File: config.mk
export PLATFORM = sky130hd
export DESIGN_NAME = fifo_uart_tx
export DESIGN_NICKNAME = d
export VERILOG_FILES = /design/src/rtl/fifo_uart_pkg.sv /design/src/rtl/fifo_uart_tx_baud_cnt.sv /design/src/rtl/fifo_uart_tx.sv
export SDC_FILE = /design/constraint.sdc
export NUM_CORES = 1
export LEC_CHECK = 0
export BUFFER_PORTS_ARGS = -buffer_cell sky130_fd_sc_hd__buf_2
export CAP_MARGIN = 40
export CORE_MARGIN = 4
export CORE_UTILIZATION = 55
export CTS_CLUSTER_DIAMETER = 80
export DETAILED_ROUTE_END_ITERATION = 8
export HOLD_SLACK_MARGIN = 0.1
export PLACE_DENSITY_LB_ADDON = 0.15
export SYNTH_ARGS = -nofsm -noshare
export SYNTH_HDL_FRONTEND = slang
export SYNTH_SLANG_ARGS = --single-unit
File: constraint.sdc
create_clock -name clk -period 2.5 [get_ports clk]
set_clock_uncertainty 0.2 [all_clocks]
set_input_delay 0.25 -clock clk [delete_from_list [all_inputs] [get_ports clk]]
set_output_delay 0.25 -clock clk [all_outputs]
set_load 0.005 [all_outputs]
File: src/rtl/fifo_uart_pkg.sv
// Shared types and constants for the FIFO-fed UART transmitter.
package fifo_uart_pkg;

  localparam int unsigned DATA_W     = 8;
  localparam logic        IDLE_LEVEL = 1'b1;

  typedef enum logic [2:0] {
    IDLE   = 3'd0,
    POP    = 3'd1,
    LOAD   = 3'd2,
    START  = 3'd3,
    DATA   = 3'd4,
    PARITY = 3'd5,
    STOP   = 3'd6
  } state_e;

endpackage

File: src/rtl/fifo_uart_tx_baud_cnt.sv
// Baud-rate divider: counts 0..CLKS_PER_BIT-1 while clr is low; tick marks the last count.
module uart_baud_cnt #(
  parameter int unsigned CLKS_PER_BIT = 16
) (
  input  logic clk,
  input  logic rst,
  input  logic clr,
  output logic tick,
  output logic pre_tick
);

  localparam int unsigned     CW   = (CLKS_PER_BIT > 1) ? $clog2(CLKS_PER_BIT) : 1;
  localparam logic [CW-1:0]   LAST = CW'(CLKS_PER_BIT - 1);
  localparam logic [CW-1:0]   PRE  = CW'(CLKS_PER_BIT - 2);

  logic [CW-1:0] cnt_q, cnt_d;

  always_comb begin
    cnt_d = cnt_q;
    if (clr || (cnt_q == LAST)) begin
      cnt_d = '0;
    end else begin
      cnt_d = cnt_q + CW'(1);
    end
  end

  always_ff @(posedge clk or negedge rst) begin
    if (!rst) begin
      cnt_q <= '0;
    end else begin
      cnt_q <= cnt_d;
    end
  end

  assign tick     = !clr && (cnt_q == LAST);
  // One cycle ahead of tick, so registered strobes can land in the final cycle of a bit.
  assign pre_tick = !clr && (cnt_q == PRE);

endmodule

File: src/rtl/fifo_uart_tx.sv
// Pops bytes from the registered-read FIFO and sends each as a UART frame (start, 8 data LSB first, optional even parity, stop).
module fifo_uart_tx
  import fifo_uart_pkg::*;
#(
  parameter int unsigned CLKS_PER_BIT = 16,
  parameter int unsigned PARITY_EN    = 0
) (
  input  logic              clk,
  input  logic              rst,
  input  logic              en,
  input  logic              fifo_empty,
  input  logic [DATA_W-1:0] fifo_data,
  output logic              fifo_rd,
  output logic              tx,
  output logic              busy,
  output logic              frame_done
);

  localparam int unsigned        IDX_W    = $clog2(DATA_W);
  localparam logic [IDX_W-1:0]   LAST_BIT = IDX_W'(DATA_W - 1);

  state_e             state_q, state_d;
  logic [DATA_W-1:0]  shift_q, shift_d;
  logic               parity_q, parity_d;
  logic [IDX_W-1:0]   bit_idx_q, bit_idx_d;
  logic               tx_q, tx_d;
  logic               fifo_rd_q, fifo_rd_d;
  logic               busy_q, busy_d;
  logic               frame_done_q, frame_done_d;

  logic               baud_clr;
  logic               baud_tick;
  logic               baud_pre_tick;

  uart_baud_cnt #(
    .CLKS_PER_BIT(CLKS_PER_BIT)
  ) u_baud (
    .clk      (clk),
    .rst      (rst),
    .clr      (baud_clr),
    .tick     (baud_tick),
    .pre_tick (baud_pre_tick)
  );

  always_comb begin
    state_d      = state_q;
    shift_d      = shift_q;
    parity_d     = parity_q;
    bit_idx_d    = bit_idx_q;
    tx_d         = tx_q;
    fifo_rd_d    = 1'b0;
    busy_d       = busy_q;
    frame_done_d = 1'b0;
    baud_clr     = 1'b0;

    case (state_q)
      IDLE: begin
        tx_d     = IDLE_LEVEL;
        busy_d   = 1'b0;
        baud_clr = 1'b1;
        if (en && !fifo_empty) begin
          fifo_rd_d = 1'b1;
          busy_d    = 1'b1;
          state_d   = POP;
        end
      end

      POP: begin
        baud_clr = 1'b1;
        state_d  = LOAD;
      end

      // fifo_data is valid here, one cycle after the pop strobe.
      LOAD: begin
        baud_clr  = 1'b1;
        shift_d   = fifo_data;
        parity_d  = ^fifo_data;
        bit_idx_d = '0;
        tx_d      = 1'b0;
        state_d   = START;
      end

      START: begin
        if (baud_tick) begin
          tx_d    = shift_q[0];
          state_d = DATA;
        end
      end

      DATA: begin
        if (baud_tick) begin
          if (bit_idx_q == LAST_BIT) begin
            if (PARITY_EN != 0) begin
              tx_d    = parity_q;
              state_d = PARITY;
            end else begin
              tx_d    = IDLE_LEVEL;
              state_d = STOP;
            end
          end else begin
            shift_d   = shift_q >> 1;
            tx_d      = shift_q[1];
            bit_idx_d = bit_idx_q + IDX_W'(1);
          end
        end
      end

      PARITY: begin
        if (baud_tick) begin
          tx_d    = IDLE_LEVEL;
          state_d = STOP;
        end
      end

      STOP: begin
        frame_done_d = baud_pre_tick;
        if (baud_tick) begin
          busy_d  = 1'b0;
          state_d = IDLE;
        end
      end

      default: begin
        tx_d     = IDLE_LEVEL;
        busy_d   = 1'b0;
        baud_clr = 1'b1;
        state_d  = IDLE;
      end
    endcase
  end

  always_ff @(posedge clk or negedge rst) begin
    if (!rst) begin
      state_q      <= IDLE;
      shift_q      <= '0;
      parity_q     <= 1'b0;
      bit_idx_q    <= '0;
      tx_q         <= IDLE_LEVEL;
      fifo_rd_q    <= 1'b0;
      busy_q       <= 1'b0;
      frame_done_q <= 1'b0;
    end else begin
      state_q      <= state_d;
      shift_q      <= shift_d;
      parity_q     <= parity_d;
      bit_idx_q    <= bit_idx_d;
      tx_q         <= tx_d;
      fifo_rd_q    <= fifo_rd_d;
      busy_q       <= busy_d;
      frame_done_q <= frame_done_d;
    end
  end

  assign fifo_rd    = fifo_rd_q;
  assign tx         = tx_q;
  assign busy       = busy_q;
  assign frame_done = frame_done_q;

endmodule

==> flow_summary_export.csv, run 1 <==
group,metric,value,unit
outcome,status,"finished, final reports clean",
power_and_ir_drop,ir_drop,0.0003468,V
global_route,grt.overflow.total,0,
placement,io_buffers,15,
logic_synthesis,synth_enable_flop_cells,0,
final_layout,diodes,0,
sta,period_needed,2.133,ns
power_and_ir_drop,intPower,474.3,uW
setup_path,r2r_slack,0.37,ns
global_route,grt_first_pass_wirelength,3815,um
logic_synthesis,synth_compound_area_share,22.49,%
min_path,min_path_type,"input port to register",
logic_synthesis,synth_warnings,0,
sta,final.setup.tns,0,ns
logic_synthesis,synth_area_leader_cell,"dfrtp_1",
floorplan,coreArea,0.001942,sq mm
power_and_ir_drop,p_clk_share,33.2,%
placement,post-place-ws,0.4160,ns
floorplan,start_util,57.86,%
route,vias,895,
setup_path,critPathRequiredTime,2.52,ns
floorplan,floorplan.die_area,0.002830,sq mm
power_and_ir_drop,switching_share,21.76,%
logic_synthesis,synthMuxAreaShare,1.002,%
setup_path,r2r-start,"bit_idx_q[0]",
setup_path,cp-end-kind,"register",
flow_run,max_cap_viol_count,0,
sta,fmax,468.8,MHz
route,wl_per_cell,15.28,um
sta,tightest_slew,0.5964,ns
logic_synthesis,yosysMostFrequentCell,"dfrtp_1",
clocking,cts_buffers,3,
logic_synthesis,syn_area_per_cell,10.80,sq um
final_layout,drive_gt1_share,19.20,%
clocking,cts-root-buf,"clkbuf_4",
floorplan,top_level_ports,16,
route,firstDrtPassIters,4,
global_route,met2_usage,30.82,%
logic_synthesis,synthFlopType,"dfrtp_1",
placement,placed_cell_area,0.001182,sq mm
clocking,tritoncts,"yes",
setup_path,r2r-end,"bit_idx_q[0]",
clocking,cts.sinks,22,
final_layout,num-fill-cells,157,
logic_synthesis,synth.distinct_cells,34,
final_layout,finalInstanceArea,0.001309,sq mm
logic_synthesis,ys_top_cells_by_count,"21 x dfrtp_1, 8 x a2bb2oi_1, 8 x o21ai_0, 7 x o22ai_1",
sta,worst_slack,0.3667,ns
sta,setup_viol,0,
logic_synthesis,synthXorXnorAreaFrac,1.559,%
logic_synthesis,ys_seq_area_share,49.11,%
route,vias_per_cell,5.888,
logic_synthesis,synthCells,104,
sta,period_share,85.33,%
global_route,groute.layer.met3.usage,4.225,%
final_layout,fin_nets,142,
logic_synthesis,synthSimpleGateAreaFrac,15.92,%
clocking,cts_htree_levels,1,
power_and_ir_drop,p_sw,131.9,uW
global_route,grt_use_total,19.00,%
floorplan,fp.dieH,53.20,um
clocking,clkTransAtPathRegs,0.12,ns
route,drt_iter0_drc,22,
power_and_ir_drop,combPwrFrac,6.2,%
global_route,grt_max_degree,23,
power_and_ir_drop,p_leak,0.6303,nW
logic_synthesis,async_flop_share,100.0,%
logic_synthesis,syn_nets,120,
global_route,grt_pass1_vias,865,
setup_path,start_kind,"register",
global_route,antenna_found_initial,0,
global_route,grtUsageMet1,23.16,%
global_route,grt.busiest_layer,"met2",
sta,maxSlewViolCount,0,
route,ant_nets,0,
setup_path,worst-r2r-cell-count,6,
logic_synthesis,netlist.area_leader.share,46.77,%
logic_synthesis,syn_area,0.001124,sq mm
sta,relSlewSlack,60.24,%
setup_path,crit_path_cell_trace,"ha_1 -> ha_1 -> nor4b_2 -> a21o_1 -> nand2_1 -> mux2_2",
logic_synthesis,synth.top_cells.by_area,"dfrtp_1 47%, a2bb2oi_1 6.2%, ha_1 4.5%",
final_layout,area_delta_synth_final,16.48,%
clocking,cts_resized,0,
logic_synthesis,synthAdderAreaFrac,4.454,%
setup_path,worstPathArrival,2.15,ns
final_layout,fin_util,67.40,%
placement,gp_congestion,0.8102,
route,drt_wl_total,2323,um
placement,dp_hpwl,1528,um
sta,finalHoldViolCount,0,
power_and_ir_drop,power_density,463.2,mW/mm^2
setup_path,cpPeakStageDelay,0.41,ns
route,drc,0,
setup_path,path_common_cell,"ha_1",
sta,grt_setup_unrepaired,"false",
logic_synthesis,ys_ff_latch,22,
setup_path,crit_end,"bit_idx_q[0]",
power_and_ir_drop,total_power,606.2,uW
logic_synthesis,synth_top_family_by_area,"compound AO/OA/AOI/OAI gates",
clocking,clock_path_buffers,2,
setup_path,worstSetupPathType,"register to register",
clocking,clkLatencyLatePin,0.31,ns
setup_path,critPathMaxFanout,9,
power_and_ir_drop,power_frac_seq,60.6,%
floorplan,dieWidth,53.20,um
setup_path,crit_slowest_cell,"dfrtp_1",
floorplan,rows,16,
setup_path,cp-startpoint,"bit_idx_q[0]",
## placed cells by master (no fill, tap or decap), types with 2 or more instances in the layout
master,netlist,final
dlygate4sd3_1,0,9
a21oi_1,6,6
clkbuf_4,0,3
a22o_1,2,2
inv_1,3,3
nand3_1,3,3
nor2_1,3,3
dfrtp_1,21,21
nor3_1,3,3
ha_1,4,4
a2bb2oi_1,8,8
o21ai_0,8,8
o22ai_1,7,7
nand4_1,2,2
nand2_1,6,6
nand4b_1,2,2
nor2b_1,2,2
a21o_1,2,2
buf_2,1,15
## routing by layer
metal,up-vias,share of wire (%)
met1,434,45
met4,0,1.8
met2,21,49
met5,-,0
met3,5,4.1
li1,435,-
## kinds of logic (layout without fill, tap and decap cells)
group | Yosys count | after routing
AOI/OAI and AO/OA | 37 | 37
and+or+nand+nor | 28 | 28
DFF | 22 | 22
buffers and inverters | 10 | 31
adders and majority gates | 4 | 4
xor gates and xnor gates | 2 | 2
muxes | 1 | 1
## area by class of cell
| cell class | count | area (sq um) | area share (%) |
|---|---|---|---|
| Sequential cell | 22 | 551.8 | 42.16 |
| Timing Repair Buffer | 24 | 165.2 | 12.62 |
| Inverter | 3 | 11.26 | 0.8604 |
| Tap cell | 27 | 33.78 | 2.581 |
| Multi-Input combinational cell | 72 | 510.5 | 39.01 |
| Clock buffer | 4 | 36.28 | 2.772 |
## registers in the layout, summed over array words and instances (netlist names)
register / cells
bit_idx_q: 3
busy: 1
fifo_rd: 1
frame_done: 1
shift_q: 8
state_q: 3
tx: 1
u_baud.cnt_q: 4
## power groups by stage
stage                     Combinational [mW]  Clock (mW)  Sequential (mW)
after floorplan                       0.0104           0            0.373
after global placement                0.0276           0            0.374
after detailed placement              0.0283           0            0.374
after CTS                             0.0379       0.199            0.367
after global routing                  0.0412       0.216            0.369
final                                 0.0376       0.201            0.367
## worst min-delay path by stage
stage / from / endpoint / cells after the start
final: fifo_data[1] / shift_q[1] / 3
after global routing: fifo_data[2] / shift_q[2] / 3
after CTS: fifo_data[2] / shift_q[2] / 3
after detailed placement: rst / shift_q[5] / 1
after global placement: rst / shift_q[5] / 1
after floorplan: rst / bit_idx_q[0] / 0
## what timing repair did
action                    4_1_cts  5_1_grt
buffers inserted                0        0
hold buffers                    9        0
hold endpoints to repair       29        0
## worst max-delay path, delay by kind of cell (launching register included)
kind | cells | cell delay, ns
simple gates | 2 | 0.43
compound gates | 1 | 0.29
mux | 1 | 0.28
flops | 1 | 0.41
fa+ha+maj | 2 | 0.43
## through the flow
step | hold slack (ns) | cells
global placement | 0.03008 | 139
floorplan | -0.2456 | 104
finish | 0.1198 | 152
CTS | 0.1143 | 152
detailed placement | 0.03677 | 139
global route | 0.1249 | 152
No activity file was read; power rests on OpenSTA's default activity.
==> inputs of run 2 (changes only) <==
--- a/config.mk
+++ b/config.mk
@@ -9,6 +9,7 @@
 export CAP_MARGIN = 40
 export CORE_MARGIN = 4
 export CORE_UTILIZATION = 55
+export CTS_BUF_LIST = sky130_fd_sc_hd__clkbuf_16
 export CTS_CLUSTER_DIAMETER = 80
 export DETAILED_ROUTE_END_ITERATION = 8
 export HOLD_SLACK_MARGIN = 0.1
==> run 2 against run 1 <==
Global-route usage is essentially flat; highest routed layer unchanged; power grew 20%; sequential cell count is the same; routed wire length shrank 3.5%; sequential share of layout area grew 0.91 points.
==> flow_summary_export.csv, run 2 (synthesized netlist as in run 1, its figures left out) <==
group,metric,value,unit
floorplan,start_util,57.86,%
route,vias,868,
route,drt_iter0_drc,14,
sta,worst_slack,0.3827,ns
final_layout,diodes,0,
floorplan,fp.dieH,53.20,um
route,ant_nets,0,
floorplan,rows,16,
placement,dp_hpwl,1528,um
final_layout,largest_reg_flops,8,
route,drc,0,
global_route,grt.overflow.total,0,
setup_path,start_kind,"register",
global_route,grt_use_total,18.95,%
clocking,clock_path_buffers,2,
sta,relSlewSlack,60.73,%
setup_path,worst-r2r-cell-count,6,
sta,maxSlewViolCount,0,
setup_path,r2r-end,"bit_idx_q[0]",
sta,setup_viol,0,
flow_run,max_cap_viol_count,0,
clocking,cts.sinks,22,
clocking,cts_buffers,3,
global_route,grt_pass1_vias,858,
min_path,worst_hold_startpoint,"en",
final_layout,final_cell_mix,"21 x dfrtp_1, 15 x buf_2, 8 x o21ai_0, 8 x a2bb2oi_1, 7 x o22ai_1",
placement,io_buffers,15,
power_and_ir_drop,power_density,568.4,mW/mm^2
sta,final.setup.tns,0,ns
sta,period_needed,2.117,ns
clocking,cts_htree_levels,1,
sta,tightest_slew,0.5891,ns
setup_path,r2r-start,"bit_idx_q[0]",
global_route,grt_max_degree,23,
setup_path,worstSetupPathType,"register to register",
clocking,tritoncts,"yes",
floorplan,dieWidth,53.20,um
route,wl_per_cell,15.46,um
sta,finalHoldViolCount,0,
sta,fmax,472.3,MHz
final_layout,final_common_cell,"dfrtp_1",
clocking,cts_setup_buffers,0,
clocking,cts-root-buf,"clkbuf_16",
global_route,grt_first_pass_wirelength,3843,um
final_layout,largest_register,"shift_q",
outcome,status,"finished, final reports clean",
setup_path,critPathMaxFanout,9,
route,drt_wl_total,2241,um
power_and_ir_drop,p_leak,0.6158,nW
sta,period_share,84.69,%
route,vias_per_cell,5.986,
power_and_ir_drop,ir_drop,0.0004007,V
final_layout,area_delta_synth_final,14.03,%
sta,grt_setup_unrepaired,"false",
final_layout,reg_top3,"shift_q: 8 flops, u_baud.cnt_q: 4 flops",
setup_path,cp-end-kind,"register",
min_path,hold_end,"fifo_rd",
clocking,cts_resized,0,
placement,gp_congestion,0.8102,
clocking,clkTransAtPathRegs,0.05,ns
min_path,whs_path_depth,2,
final_layout,drive_gt1_share,19.49,%
clocking,clkLatencyLatePin,0.25,ns
floorplan,top_level_ports,16,
placement,post-place-ws,0.4160,ns
floorplan,coreArea,0.001942,sq mm
floorplan,floorplan.die_area,0.002830,sq mm
setup_path,r2r_slack,0.38,ns
global_route,antenna_found_initial,0,
final_layout,fin_nets,135,
setup_path,critPathRequiredTime,2.44,ns
route,firstDrtPassIters,4,
min_path,min_path_type,"input port to register",
setup_path,worstPathArrival,2.05,ns
[run 2: cell count changes in the layout (fill, tap and decap cells not counted)]
cell | before | now
dlygate4sd3_1 | 9 | 2
clkbuf_16 | 0 | 3
clkbuf_4 | 3 | 0
clkbuf_8 | 1 | 0
clkinv_1 | 0 | 1
[run 2: worst max path at each step]
| stage | startpoint | endpoint | slack, ns | depth (start not counted) |
|---|---|---|---|---|
| finish | bit_idx_q[0] | bit_idx_q[0] | 0.38 | 6 |
| global route | bit_idx_q[0] | bit_idx_q[0] | 0.30 | 6 |
| CTS | bit_idx_q[0] | bit_idx_q[0] | 0.40 | 6 |
| detailed placement | bit_idx_q[0] | bit_idx_q[0] | 0.42 | 6 |
| global placement | bit_idx_q[0] | bit_idx_q[0] | 0.47 | 6 |
| floorplan | bit_idx_q[0] | bit_idx_q[0] | 0.63 | 7 |
[run 2: worst max-delay path: stages (launching register included)]
cell and delay [ns]:
dfrtp_1 0.38, ha_1 0.21, ha_1 0.22, nor4b_2 0.27, a21o_1 0.28, nand2_1 0.16
mux2_2 0.28
[run 2: layout make-up]
type / count / area [sq um]
sequential: 22 / 551.8
inverter: 3 / 11.26
clock inverter: 1 / 3.754
multi-input combinational: 72 / 510.5
timing repair buffer: 17 / 95.09
clock buffer: 3 / 75.07
fill: 163 / 660.6
tap: 27 / 33.78
[run 2: stage by stage]
step                std cells  util [%]  power (mW)  hold WS [ns]  instance area [sq um]
floorplan                 104         -      0.3834       -0.2456                   1124
global placement          139     60.89      0.4012       0.03008                   1182
detailed placement        139     60.89      0.4023       0.03677                   1182
CTS                       145     65.98      0.7355        0.1269                   1281
global route              145     65.98      0.7571        0.1334                   1281
finish                    145     65.98      0.7282        0.1281                   1281
[run 2: timing repair]
| action | in CTS | in global routing |
|---|---|---|
| hold endpoints to repair | 22 | 0 |
| hold buffers | 2 | 0 |
| setup endpoints to repair | 0 | 0 |
[run 2: where the power goes]
group	internal (mW)	switching, mW	total (mW)	leakage, nW
Sequential	0.363	0.00443	0.368	0.260
Combinational	0.0162	0.0138	0.0300	0.318
Clock	0.213	0.117	0.330	0.0385
[run 2: layer usage]
layer	share of wire (%)	vias up	GRT usage, %
li1	-	420	-
met1	43	420	23.74
met2	52	22	31.22
met3	3.5	6	2.817
met4	1.7	0	9.787
met5	0	-	0
